<file path="src/rtl/logic_unit_pkg.sv">
// Shared definitions for the logic-unit arbiter.
//   - Op-code constants for the bitwise logic unit.
//   - Result-stage state encoding.
//   - Round-robin winner helper used by the top-level arbiter.
package logic_unit_pkg;

  localparam logic [1:0] OP_AND = 2'b00;
  localparam logic [1:0] OP_OR  = 2'b01;
  localparam logic [1:0] OP_XOR = 2'b10;
  localparam logic [1:0] OP_ILL = 2'b11;

  typedef enum logic {
    StEmpty = 1'b0,
    StFull  = 1'b1
  } rs_state_e;

  // Lone requester always wins; on contention the priority pointer decides.
  // With no requester valid the result is 0, which only affects ready, never a grant.
  function automatic logic rr_winner(logic v0, logic v1, logic prio);
    if (v0 && v1) begin
      return prio;
    end
    return v1;
  endfunction

endpackage

</file>
<file path="src/rtl/and_64bit.sv">
// Bitwise AND gate bank.
// Ports:
//   a_i, b_i : operands
//   y_o      : a_i & b_i
module and_64bit #(
  parameter int unsigned WIDTH = 64
) (
  input  logic [WIDTH-1:0] a_i,
  input  logic [WIDTH-1:0] b_i,
  output logic [WIDTH-1:0] y_o
);

  assign y_o = a_i & b_i;

endmodule

</file>
<file path="src/rtl/logic_op_mux.sv">
// Combinational logic unit: drives the AND/OR/XOR gate banks with the granted
// operands and selects the result by op code.
// Ports:
//   op_i    : operation code (AND/OR/XOR/illegal)
//   a_i,b_i : granted operands
//   data_o  : selected result, zero for the illegal code
//   err_o   : op code was illegal
//   zero_o  : data_o is all zeros
module logic_op_mux
  import logic_unit_pkg::*;
#(
  parameter int unsigned WIDTH = 64
) (
  input  logic [1:0]       op_i,
  input  logic [WIDTH-1:0] a_i,
  input  logic [WIDTH-1:0] b_i,
  output logic [WIDTH-1:0] data_o,
  output logic             err_o,
  output logic             zero_o
);

  logic [WIDTH-1:0] and_y;
  logic [WIDTH-1:0] or_y;
  logic [WIDTH-1:0] xor_y;

  and_64bit #(.WIDTH(WIDTH)) u_and (
    .a_i (a_i),
    .b_i (b_i),
    .y_o (and_y)
  );

  or_64bit #(.WIDTH(WIDTH)) u_or (
    .a_i (a_i),
    .b_i (b_i),
    .y_o (or_y)
  );

  xor_64bit #(.WIDTH(WIDTH)) u_xor (
    .a_i (a_i),
    .b_i (b_i),
    .y_o (xor_y)
  );

  always_comb begin
    data_o = '0;
    err_o  = 1'b0;
    unique case (op_i)
      OP_AND: data_o = and_y;
      OP_OR:  data_o = or_y;
      OP_XOR: data_o = xor_y;
      OP_ILL: begin
        data_o = '0;
        err_o  = 1'b1;
      end
      default: begin
        data_o = '0;
        err_o  = 1'b1;
      end
    endcase
    zero_o = (data_o == '0);
  end

endmodule

</file>
<file path="src/rtl/or_64bit.sv">
// Bitwise OR gate bank.
// Ports:
//   a_i, b_i : operands
//   y_o      : a_i | b_i
module or_64bit #(
  parameter int unsigned WIDTH = 64
) (
  input  logic [WIDTH-1:0] a_i,
  input  logic [WIDTH-1:0] b_i,
  output logic [WIDTH-1:0] y_o
);

  assign y_o = a_i | b_i;

endmodule

</file>
<file path="src/rtl/xor_64bit.sv">
// Bitwise XOR gate bank.
// Ports:
//   a_i, b_i : operands
//   y_o      : a_i ^ b_i
module xor_64bit #(
  parameter int unsigned WIDTH = 64
) (
  input  logic [WIDTH-1:0] a_i,
  input  logic [WIDTH-1:0] b_i,
  output logic [WIDTH-1:0] y_o
);

  assign y_o = a_i ^ b_i;

endmodule

</file>
<file path="src/rtl/logic_unit_arbiter.sv">
// Two-requester round-robin arbiter in front of a shared 64-bit bitwise logic
// unit, with a registered one-entry result stage and a completion counter.
// Ports:
//   clk, rst_n                : clock, async active-low reset
//   reqN_valid/ready          : requester N handshake (N = 0, 1)
//   reqN_op, reqN_a, reqN_b   : requester N op code and operands
//   rsp_valid/ready           : result handshake
//   rsp_data, rsp_id          : result and the requester that produced it
//   rsp_err, rsp_zero         : illegal op code / result is all zeros
//   op_count                  : completed responses, wraps silently
module logic_unit_arbiter
  import logic_unit_pkg::*;
#(
  parameter int unsigned WIDTH = 64,
  parameter int unsigned CNT_W = 16
) (
  input  logic             clk,
  input  logic             rst_n,
  input  logic             req0_valid,
  output logic             req0_ready,
  input  logic [1:0]       req0_op,
  input  logic [WIDTH-1:0] req0_a,
  input  logic [WIDTH-1:0] req0_b,
  input  logic             req1_valid,
  output logic             req1_ready,
  input  logic [1:0]       req1_op,
  input  logic [WIDTH-1:0] req1_a,
  input  logic [WIDTH-1:0] req1_b,
  output logic             rsp_valid,
  input  logic             rsp_ready,
  output logic [WIDTH-1:0] rsp_data,
  output logic             rsp_id,
  output logic             rsp_err,
  output logic             rsp_zero,
  output logic [CNT_W-1:0] op_count
);

  rs_state_e        state_q, state_d;
  logic             prio_q, prio_d;
  logic [WIDTH-1:0] data_q, data_d;
  logic             id_q, id_d;
  logic             err_q, err_d;
  logic             zero_q, zero_d;
  logic [CNT_W-1:0] cnt_q, cnt_d;

  logic             can_accept;
  logic             winner;
  logic             grant;
  logic             drain;
  logic [1:0]       sel_op;
  logic [WIDTH-1:0] sel_a;
  logic [WIDTH-1:0] sel_b;
  logic [WIDTH-1:0] mux_data;
  logic             mux_err;
  logic             mux_zero;

  assign rsp_valid = (state_q == StFull);
  assign rsp_data  = data_q;
  assign rsp_id    = id_q;
  assign rsp_err   = err_q;
  assign rsp_zero  = zero_q;
  assign op_count  = cnt_q;

  // A full stage being drained this cycle can be refilled on the same edge.
  assign drain      = rsp_valid & rsp_ready;
  assign can_accept = (state_q == StEmpty) | drain;
  assign winner     = rr_winner(req0_valid, req1_valid, prio_q);
  assign grant      = can_accept & (req0_valid | req1_valid);

  // Gated by rst_n so no handshake can complete while reset is held.
  assign req0_ready = rst_n & can_accept & ~winner;
  assign req1_ready = rst_n & can_accept & winner;

  assign sel_op = winner ? req1_op : req0_op;
  assign sel_a  = winner ? req1_a  : req0_a;
  assign sel_b  = winner ? req1_b  : req0_b;

  logic_op_mux #(.WIDTH(WIDTH)) u_op_mux (
    .op_i   (sel_op),
    .a_i    (sel_a),
    .b_i    (sel_b),
    .data_o (mux_data),
    .err_o  (mux_err),
    .zero_o (mux_zero)
  );

  always_comb begin
    state_d = state_q;
    prio_d  = prio_q;
    data_d  = data_q;
    id_d    = id_q;
    err_d   = err_q;
    zero_d  = zero_q;
    cnt_d   = cnt_q;

    if (drain) begin
      cnt_d = cnt_q + CNT_W'(1);
    end

    if (grant) begin
      state_d = StFull;
      prio_d  = ~winner;
      data_d  = mux_data;
      id_d    = winner;
      err_d   = mux_err;
      zero_d  = mux_zero;
    end else if (drain) begin
      // Data registers keep their last values when the stage empties.
      state_d = StEmpty;
    end
  end

  always_ff @(posedge clk or negedge rst_n) begin
    if (!rst_n) begin
      state_q <= StEmpty;
      prio_q  <= 1'b0;
      data_q  <= '0;
      id_q    <= 1'b0;
      err_q   <= 1'b0;
      zero_q  <= 1'b0;
      cnt_q   <= '0;
    end else begin
      state_q <= state_d;
      prio_q  <= prio_d;
      data_q  <= data_d;
      id_q    <= id_d;
      err_q   <= err_d;
      zero_q  <= zero_d;
      cnt_q   <= cnt_d;
    end
  end

endmodule
</file>
<file path="config.mk">
export PLATFORM = sky130hd
export DESIGN_NAME = logic_unit_arbiter
export DESIGN_NICKNAME = d
export VERILOG_FILES = /design/src/rtl/logic_unit_pkg.sv /design/src/rtl/and_64bit.sv /design/src/rtl/logic_op_mux.sv /design/src/rtl/or_64bit.sv /design/src/rtl/xor_64bit.sv /design/src/rtl/logic_unit_arbiter.sv
export SDC_FILE = /design/constraint.sdc
export NUM_CORES = 1
export LEC_CHECK = 0
export CAP_MARGIN = 20
export CORE_UTILIZATION = 31
export CTS_CLUSTER_DIAMETER = 80
export DETAILED_ROUTE_END_ITERATION = 8
export PLACE_DENSITY = 0.7
export SETUP_SLACK_MARGIN = 0.15
export SYNTH_ARGS = -nofsm -noshare
export SYNTH_HDL_FRONTEND = slang
export SYNTH_HIERARCHICAL = 1
export SYNTH_SLANG_ARGS = --single-unit
</file>
<file path="constraint.sdc">
create_clock -name clk -period 7.2 [get_ports clk]
set_input_delay 1.44 -clock clk [delete_from_list [all_inputs] [get_ports clk]]
set_output_delay 1.44 -clock clk [all_outputs]
set_load 0.01 [all_outputs]
</file>
Word level (Yosys, flattened, before mapping)
Index checks and enable logic that the tools add are counted.
- register bits: 85
- output and inout port bits: 86
- logic and storage cells: 37
- equality and inequality tests: 3
- bitwise gates (word level): 12
- muxes and demuxes: 10
- add/sub/neg operators: 1
- reductions and logical operators: 4
- operators by type and width (cell ; number):
    $pmux 64 s4 ; 1
    $mux 64 ; 2
    $and 64x64->64 ; 1
    $logic_not 64->1 ; 1
    $or 64x64->64 ; 1
    $xor 64x64->64 ; 1
    $add 16x1->16 const B ; 1
    $mux 1 ; 6
    $and 1x1->1 ; 5
    $eq 2x2->1 const B ; 2
    $eq 2x1->1 const B ; 1
    $logic_not 2->1 ; 1
    $mux 2 ; 1
    $not 1->1 ; 2
    $or 1x1->1 ; 2
    $reduce_bool 2->1 ; 1
    $logic_and 1x1->1 ; 1

Depth between registers and ports, before layout
Gate-level depths: netlist of run 1.
- word-level depth: 7
- depth in mapped cells: 13
- mapped depth without buffers: 11

Hierarchy
Netlist of run 1, hierarchy kept.
- modules (own cells, without submodules) (module ; instances ; area each (µm²) ; cells each):
    logic_unit_arbiter ; 1 ; 4833.4 ; 496
    logic_op_mux ; 1 ; 1468.9 ; 172
    xor_64bit ; 1 ; 560.5 ; 64
    and_64bit ; 1 ; 400.4 ; 64
    or_64bit ; 1 ; 400.4 ; 64

Worst setup path before layout of run 1
No wires, ideal clock.
- kind: input-to-output
- from: in req0_valid
- to: out req0_ready
- path slack: 3.535 ns
- stages on the path: 5
- arrival: 2.225 ns
- cell sequence: inv_2 -> o21ai_2 -> buf_6 -> buf_4 -> nor2b_1
- word-level cells in the longest chain between the ends: 5
- ends and longest elaborated chain (what ; line ; text):
    start: declaration ; logic_unit_arbiter.sv:19 ; input logic req0_valid,
    $logic_and 1x1->1 ; logic_unit_pkg.sv:20 ; if (v0 && v1) begin
    $mux 1 ; logic_unit_pkg.sv:20 ;
    $mux 1 ; logic_unit_pkg.sv:23 ; return v1;
    $not 1->1 ; logic_unit_arbiter.sv:71 ; assign req0_ready = rst_n & can_accept & ~winner;
    $and 1x1->1 ; logic_unit_arbiter.sv:71 ;
    end: declaration ; logic_unit_arbiter.sv:20 ; output logic req0_ready,
No other way between the ends.

Worst setup path in the final report of run 1
- from: in req0_valid
- to: reg zero_q, in the netlist rsp_zero
- word-level cells in the longest chain between the ends: 7
- elaborated cells on any way between the ends: 17
- ends and longest elaborated chain (what ; line ; text):
    $logic_and 1x1->1 ; logic_unit_pkg.sv:20 ;
    $mux 1 ; logic_unit_pkg.sv:20 ;
    $mux 1 ; logic_unit_pkg.sv:23 ;
    $mux 64 ; logic_unit_arbiter.sv:75 ; assign sel_a = winner ? req1_a : req0_a;
    named net sel_a[41] ; logic_unit_arbiter.sv:51 ; logic [WIDTH-1:0] sel_a;
    $or 64x64->64 ; or_64bit.sv:13 ; assign y_o = a_i | b_i;
    named net u_op_mux.or_y[41] ; logic_op_mux.sv:23 ; logic [WIDTH-1:0] or_y;
    $pmux 64 s4 ; logic_op_mux.sv:47 ; unique case (op_i)
    named net mux_data[41] ; logic_unit_arbiter.sv:53 ; logic [WIDTH-1:0] mux_data;
    $logic_not 64->1 ; logic_op_mux.sv:60 ; zero_o = (data_o == '0);
    named net mux_zero ; logic_unit_arbiter.sv:55 ; logic mux_zero;
    end signal: assignment ; logic_unit_arbiter.sv:128 ; zero_q <= zero_d;
    end: declaration ; logic_unit_arbiter.sv:43 ; logic zero_q, zero_d;
The timed path passes the listed nets, and every way through them passes these cells.
A chain may end at the register's enable or synchronous reset.

==> results by group, run 1 <==
Floorplanning
  • Die Area: 25,400 sq um
  • Effective utilization at floorplan: 31.6%
  • Num ports: 351
  • Die Wd: 159 um
  • Die Y: 159 um
  • Core Box Area: 24,200 sq um
  • Row Count: 57

Worst setup path
  • CP max stage delay: 0.59 ns
  • Critical path required time: 7.49 ns
  • Critical path launch point type: primary input
  • Worst Path Max Fanout: 54
  • Top delay family on crit path: buffers and inverters
  • Max stage delay cell, worst path: clkdlybuf4s50_1
  • CP Class: primary input to flip-flop
  • Crit path buf inv count: 4
  • WP data arrival: 5.63 ns
  • CP Cell Sequence: clkdlybuf4s50_1 > inv_2 > o21ai_4 > buf_4 > buf_4 > mux2_2 > or2_1 > mux2i_1 > o2bb2ai_1 > nor4_1 > nand4_1 > nor4_2 > nand2_1 > nand2_1
  • Crit path capture type: flip-flop

Global route
  • Vias in the first global route: 7,338
  • Total Routing Usage GR: 20.7%
  • Overflow after GRT: 0
  • Largest net degree at the start of global routing: 68
  • Initial antenna violation count: 2
  • First-pass GRT wire length: 40.9 mm

Final layout
  • Commonest non-fill, non-tap cell in the layout: clkdlybuf4s50_1
  • Final Util: 48.3%
  • Most frequent cells in the layout: clkdlybuf4s50_1 (349), nand2_1 (208), dfrtp_1 (85), mux2_2 (74)
  • Area growth syn-to-layout: 52.9%
  • Fin nets: 1,448
  • # fillers: 2,288
  • Sequential Area: 2130 sq um
  • Layout cells sized above 1: 9.18%
  • Area taken by multi-input logic gates: 5300 sq um

Placed design
  • Post-Place Worst Slack: 1.38 ns
  • Gp weighted congestion: 0.827
  • PortBufs: 350
  • Hpwl dp: 20.3 mm

Pwr
  • Switch Pwr: 0.727 mW
  • Combinational share of power: 46.4%
  • P per Cell Area: 178 nW/um^2
  • Total power: 2.09 mW
  • Switch share: 34.8%
  • Worst VDD drop: 113 uV
  • Clock Power Share: 23.2%
  • Sequential power share: 30.4%
  • Internal power: 1.36 mW
  • Pleak: 4.90 nW

Clock tree
  • Reg clk slew, reported paths: 0.07 ns
  • Sink Count: 85
  • CTS Buf Count: 9
  • Htree depth: 3
  • Worst-Skew Late Latency: 0.35 ns
  • Post-CTS sizing: 0
  • CTS tree: done
  • Post-CTS Hold Buffers: 0
  • Setup Fix Bufs, Post-CTS: 0
  • Clock root buffer: clkbuf_16
  • Clk buf depth: 2

Synthesis
  • Mean Syn Cell Area: 8.91 sq um
  • Register area share after synthesis: 27.8%
  • Syn nets: 1,126
  • Post-synthesis cell area: 7660 sq um
  • Mapped Cells: 860
  • Top post-synthesis cells by area: dfrtp_1 (28%), mux2_2 (11%), nand2_1 (10%), mux2i_1 (8.4%), mux2_1 (8.2%)
  • Cell taking the most area after synthesis: dfrtp_1
  • Top-area cell type share of the netlist area: 27.8%
  • Yosys Warn Count: 6
  • Yosys cell types: 30
  • Seq cells post-synth: 85

Timing
  • Unrepaired setup endpoints after global routing: false
  • Period utilisation layout: 74.2%
  • Fmax: 187 MHz
  • Layout Skew: 0.00826 ns
  • Worst Setup Slack, final: 1.86 ns
  • Final count of hold timing violations: 0
  • Total negative slack: 0 ns
  • Final Setup Violations: 0
  • Slew @ Worst Pin: 0.943 ns
  • Slew HR: 36.9%
  • Slew Limit Fails: 0
  • Hold slack: 0.473 ns
  • Period minus WS final: 5.34 ns

Route
  • Avg WL per Cell: 17.2 um
  • Vias/cell: 4.75
  • DRC Markers: 0
  • Total number of vias: 7,180
  • Drt first-iter violations: 257
  • Final ANT Viol Nets: 0
  • Final WL: 26.1 mm
  • Initial DRT Pass Iterations: 4

Run
  • MaxCap Viol Count: 0

Outcome
  • Outcome: finished clean

Hold path
  • HP Class: flip-flop to flip-flop
==> cell type report <==
class | count | area share, %
multi-input combinational | 725 | 45.2
timing repair buffer | 360 | 30.5
sequential | 85 | 18.1
tap | 324 | 3.46
clock buffer | 9 | 1.92
clock inverter | 7 | 0.683
inverter | 1 | 0.0320
antenna | 1 | 0.0213
==> synthesized netlist by cell type <==
| master | count |
|---|---|
| nand2_1 | 208 |
| dfrtp_1 | 85 |
| mux2_2 | 75 |
| and2_1 | 66 |
| xor2_1 | 66 |
| mux2i_1 | 64 |
| o2bb2ai_1 | 64 |
| or2_1 | 64 |
| mux2_1 | 56 |
| buf_2 | 23 |
| nor4_1 | 16 |
| clkbuf_1 | 14 |
| xnor2_1 | 13 |
| nor2_1 | 8 |
| buf_4 | 7 |
| nand4_1 | 7 |
| nand3_1 | 6 |
| buf_6 | 4 |
| and4_1 | 2 |
| nor2b_1 | 2 |
| buf_1 | 1 |
| ha_1 | 1 |
| inv_2 | 1 |
| nand2b_1 | 1 |
| nor3_2 | 1 |
| nor4_2 | 1 |
| o21a_1 | 1 |
| o21ai_0 | 1 |
| o21ai_1 | 1 |
| o21ai_2 | 1 |
==> per-stage QoR <==
step / area (sq um) / std cells
2_1_floorplan: 7660 / 860
3_3_place_gp: 11400 / 1495
3_5_place_dp: 11400 / 1495
4_1_cts: 11700 / 1511
5_1_grt: 11700 / 1511
6_report: 11700 / 1512
==> path summary, 6_finish.rpt <==
check,start,endpoint,slack [ns],depth (start not counted)
setup / recovery,req0_valid,rsp_zero$_DFFE_PN0P_,1.86,14
hold / removal,rsp_data[57]$_DFFE_PN0P_,rsp_data[57]$_DFFE_PN0P_,0.47,2
setup reg to reg,prio_q$_DFFE_PN0P_,rsp_zero$_DFFE_PN0P_,3.21,12
hold reg to reg,rsp_data[57]$_DFFE_PN0P_,rsp_data[57]$_DFFE_PN0P_,0.47,2
max in group asynchronous,rst_n,rsp_data[45]$_DFFE_PN0P_,5.02,2
min in group asynchronous,rst_n,op_count[11]$_DFFE_PN0P_,1.04,1
==> power by group through the flow <==
stage	Sequential [mW]	Combinational, mW	Clock (mW)
CTS	0.636	0.983	0.502
detailed placement	0.642	0.979	0
finish	0.636	0.969	0.486
floorplan	0.680	0.460	0
global route	0.650	1.06	0.522
global placement	0.638	0.967	0
==> flip-flops by register name, indices dropped and copies added (netlist names) <==
| register | cells |
|---|---|
| rsp_id | 1 |
| rsp_err | 1 |
| rsp_zero | 1 |
| op_count | 16 |
| prio_q | 1 |
| rsp_valid | 1 |
| rsp_data | 64 |
==> cells by family after synthesis <==
| kind of cell | after synthesis | synth area share [%] |
|---|---|---|
| AND/OR/NAND/NOR | 382 | 24.2 |
| multiplexers | 195 | 27.6 |
| flip-flops | 85 | 27.8 |
| XOR/XNOR | 79 | 9.03 |
| AO/OA/AOI/OAI | 68 | 7.66 |
| buffers and inverters | 50 | 3.56 |
| adder cells (fa/ha/maj) | 1 | 0.163 |
==> worst register-to-register path, delay by kind of cell, from the launching register on <==
family	cells	cell delay, ns
flip-flops	1	0.42
multiplexers	2	0.61
buffers and inverters	2	1.20
AO/OA/AOI/OAI	2	0.30
AND/OR/NAND/NOR	6	1.38
==> layer usage <==
layer / wire length, um / part of all wire, % / up-vias / global-route usage (%)
met2: 12900 / 50 / 227 / 37.2
li1: - / - / 3588 / -
met1: 11200 / 43 / 3340 / 24.9
met4: 369 / 1.4 / 2 / 4.72
met3: 1480 / 5.7 / 23 / 4.85
met5: 13 / 0.050 / - / 0
No activity file was read; power rests on OpenSTA's default activity.
==> run 2, diff against run 1 <==
Settings changed: PLACE_DENSITY 0.7 to 0.72.
Clock period 7.2 ns to 4.9 ns, I/O delays scaled along.
==> run 2 against run 1 <==
  * Non-clock buffer count grew 10
  * Clock power is 58% higher
  * Largest cell class unchanged
  * Count of clock-buffer cells in the layout stayed put
  * Core utilization up 0.66 points
  * Combinational power grew 50%
  * Critical path type unchanged
  * Sequential power is 47% higher
==> results by group, run 2 (same netlist as run 1, synthesis figures left out) <==
Timing
  • Slew Limit Fails: 0 (unchanged)
  • Layout Skew: 0.00704 ns (-0.00122 ns)
  • Unrepaired setup endpoints after global routing: false
  • Slew @ Worst Pin: 0.892 ns (-0.0516 ns)
  • Slew HR: 40.0% (+3.1 points)
  • Final count of hold timing violations: 0 (unchanged)
  • Worst Setup Slack, final: 0.462 ns (-1.39 ns)
  • Period minus WS final: 4.44 ns
  • Final Setup Violations: 0 (unchanged)
  • Fmax: 225 MHz
  • Period utilisation layout: 90.6%

Hold path
  • WHS Endpoint: op_count[15]$_DFFE_PN0P_
  • HP Class: flip-flop to flip-flop
  • Hold Path Depth: 1 (-1)
  • Hold Crit Start: op_count[15]$_DFFE_PN0P_

Worst setup path
  • CP Class: primary input to flip-flop
  • Crit path launch: req0_valid
  • Worst Path Max Fanout: 16 (-70%)
  • CP Cell Sequence: clkdlybuf4s50_1 > inv_2 > o21ai_4 > mux2_4 > buf_4 > buf_4 > mux2i_1 > o2bb2ai_1 > nor4_1 > nand4_1 > nor4_2 > nand2_1 > nand2_1
  • R2R Path Start: prio_q$_DFFE_PN0P_
  • Critical path required time: 5.18 ns (-2.31 ns)
  • Crit path capture type: flip-flop
  • Max stage delay cell, worst path: nor4_1
  • Worst R2R Setup Slack: 1.36 ns (-1.85 ns)
  • Reg2reg path depth: 11 (-1)
  • Critical path launch point type: primary input
  • CP max stage delay: 0.79 ns (+0.20 ns)
  • WP data arrival: 4.72 ns (-0.91 ns)
  • Reg2reg end: rsp_zero$_DFFE_PN0P_

Pwr
  • P per Cell Area: 265 nW/um^2 (+49%)
  • Pleak: 4.99 nW (+1.8%)
  • Worst VDD drop: 179 uV (+58%)
  • Total power: 3.15 mW (+51%)

Clock tree
  • Clk buf depth: 2 (unchanged)
  • Reg clk slew, reported paths: 0.07 ns (about the same)
  • CTS Buf Count: 9 (unchanged)
  • Setup Fix Bufs, Post-CTS: 0 (unchanged)
  • Sink Count: 85 (unchanged)
  • Clock root buffer: clkbuf_16
  • Post-CTS sizing: 0 (unchanged)
  • Worst-Skew Late Latency: 0.34 ns (about the same)
  • Post-CTS Hold Buffers: 0 (unchanged)
  • Htree depth: 3 (unchanged)
  • CTS tree: done

Route
  • DRC Markers: 0 (unchanged)
  • Final WL: 25.5 mm (-2.2%)
  • Avg WL per Cell: 16.8 um (-2.8%)
  • Drt first-iter violations: 213 (-17%)
  • Total number of vias: 7,192 (+0.17%)
  • Initial DRT Pass Iterations: 4 (unchanged)
  • Final ANT Viol Nets: 0 (unchanged)
  • Vias/cell: 4.73 (-0.43%)

Floorplanning
  • Core Box Area: 24,200 sq um (unchanged)
  • Num ports: 351 (unchanged)
  • Die Area: 25,400 sq um (unchanged)
  • Effective utilization at floorplan: 31.6% (unchanged)
  • Die Y: 159 um (unchanged)
  • Row Count: 57 (unchanged)
  • Die Wd: 159 um (unchanged)

Placed design
  • Hpwl dp: 20.3 mm (about the same)
  • Post-Place Worst Slack: 0.0101 ns (-1.37 ns)
  • Gp weighted congestion: 0.813 (-1.7%)
  • PortBufs: 350 (unchanged)
  • Placed cells: 1,505 (+0.67%)

Global route
  • Vias in the first global route: 7,411 (+0.99%)
  • Initial antenna violation count: 1 (-1)
  • First-pass GRT wire length: 40.5 mm (-0.89%)
  • Overflow after GRT: 0 (unchanged)
  • Total Routing Usage GR: 20.4% (-0.34 points)
  • Largest net degree at the start of global routing: 68 (unchanged)

Final layout
  • Max reg flops: 64 (unchanged)
  • N_diodes: 0 (-1)
  • Layout cells sized above 1: 9.94% (+0.76 points)
  • Final Util: 49.0% (+0.66 points)
  • Area growth syn-to-layout: 55.0%
  • Most frequent cells in the layout: clkdlybuf4s50_1 (349), nand2_1 (208), dfrtp_1 (85), mux2_2 (74)
  • Commonest non-fill, non-tap cell in the layout: clkdlybuf4s50_1
  • Finished Layout Cells: 1,521 (+0.60%)
  • Fin nets: 1,458 (+0.69%)

Run
  • MaxCap Viol Count: 0 (unchanged)

Outcome
  • Outcome: finished clean
[run 2: changes by cell type in the layout (fill, tap and decap cells not counted)]
cell	change
clkinvlp_4	-2
clkinv_4	+1
buf_4	+5
buf_12	+5
diode_2	-1
bufinv_16	+1
[run 2: layer usage]
layer  vias up  GRT usage, %  wire length (um)
li1       3616             -                 -
met1      3331          24.5             10800
met2       225          36.4             12700
met3        20          5.29              1660
met4         0          4.24               328
met5         -             0                 0
[run 2: per-stage QoR]
stage                     hold slack [ns]  TNS (ns)  area (sq um)
final                               0.476         0         11900
after floorplan                     0.488         0          7660
after detailed placement            0.462         0         11600
after global routing                0.497         0         11900
after global placement              0.457   -0.0497         11600
after CTS                           0.477         0         11900
[run 2: power by group]
| part | internal, mW | total [mW] | switching (mW) |
|---|---|---|---|
| clock network | 0.454 | 0.767 | 0.313 |
| logic | 0.785 | 1.45 | 0.663 |
| registers | 0.837 | 0.932 | 0.0946 |
| total | 2.08 | 3.15 | 1.07 |
[run 2: final cells by class]
class                           instances  area [sq um]
Tap cell                              324           405
Fill cell                            2260         12400
Clock inverter                          7           104
Timing Repair Buffer                  370          3710
Multi-Input combinational cell        725          5300
Inverter                                1          3.75
Sequential cell                        85          2130
Clock buffer                            9           225
[run 2: worst max-delay path, delay by kind of cell]
| family | cells | cell delay (ns) |
|---|---|---|
| buf+inv | 4 | 1.13 |
| compound gates | 2 | 0.47 |
| simple gates | 5 | 1.43 |
| mux | 2 | 0.68 |
[run 2: worst max-delay path by stage]
stage	end	slack (ns)	cells past startpoint
6_report	rsp_zero$_DFFE_PN0P_	0.46	13
3_5_place_dp	rsp_zero$_DFFE_PN0P_	0.01	13
4_1_cts	rsp_zero$_DFFE_PN0P_	0.36	13
5_1_grt	rsp_zero$_DFFE_PN0P_	0.17	13
2_1_floorplan	rsp_zero$_DFFE_PN0P_	1.72	13
3_3_place_gp	rsp_zero$_DFFE_PN0P_	-0.05	13
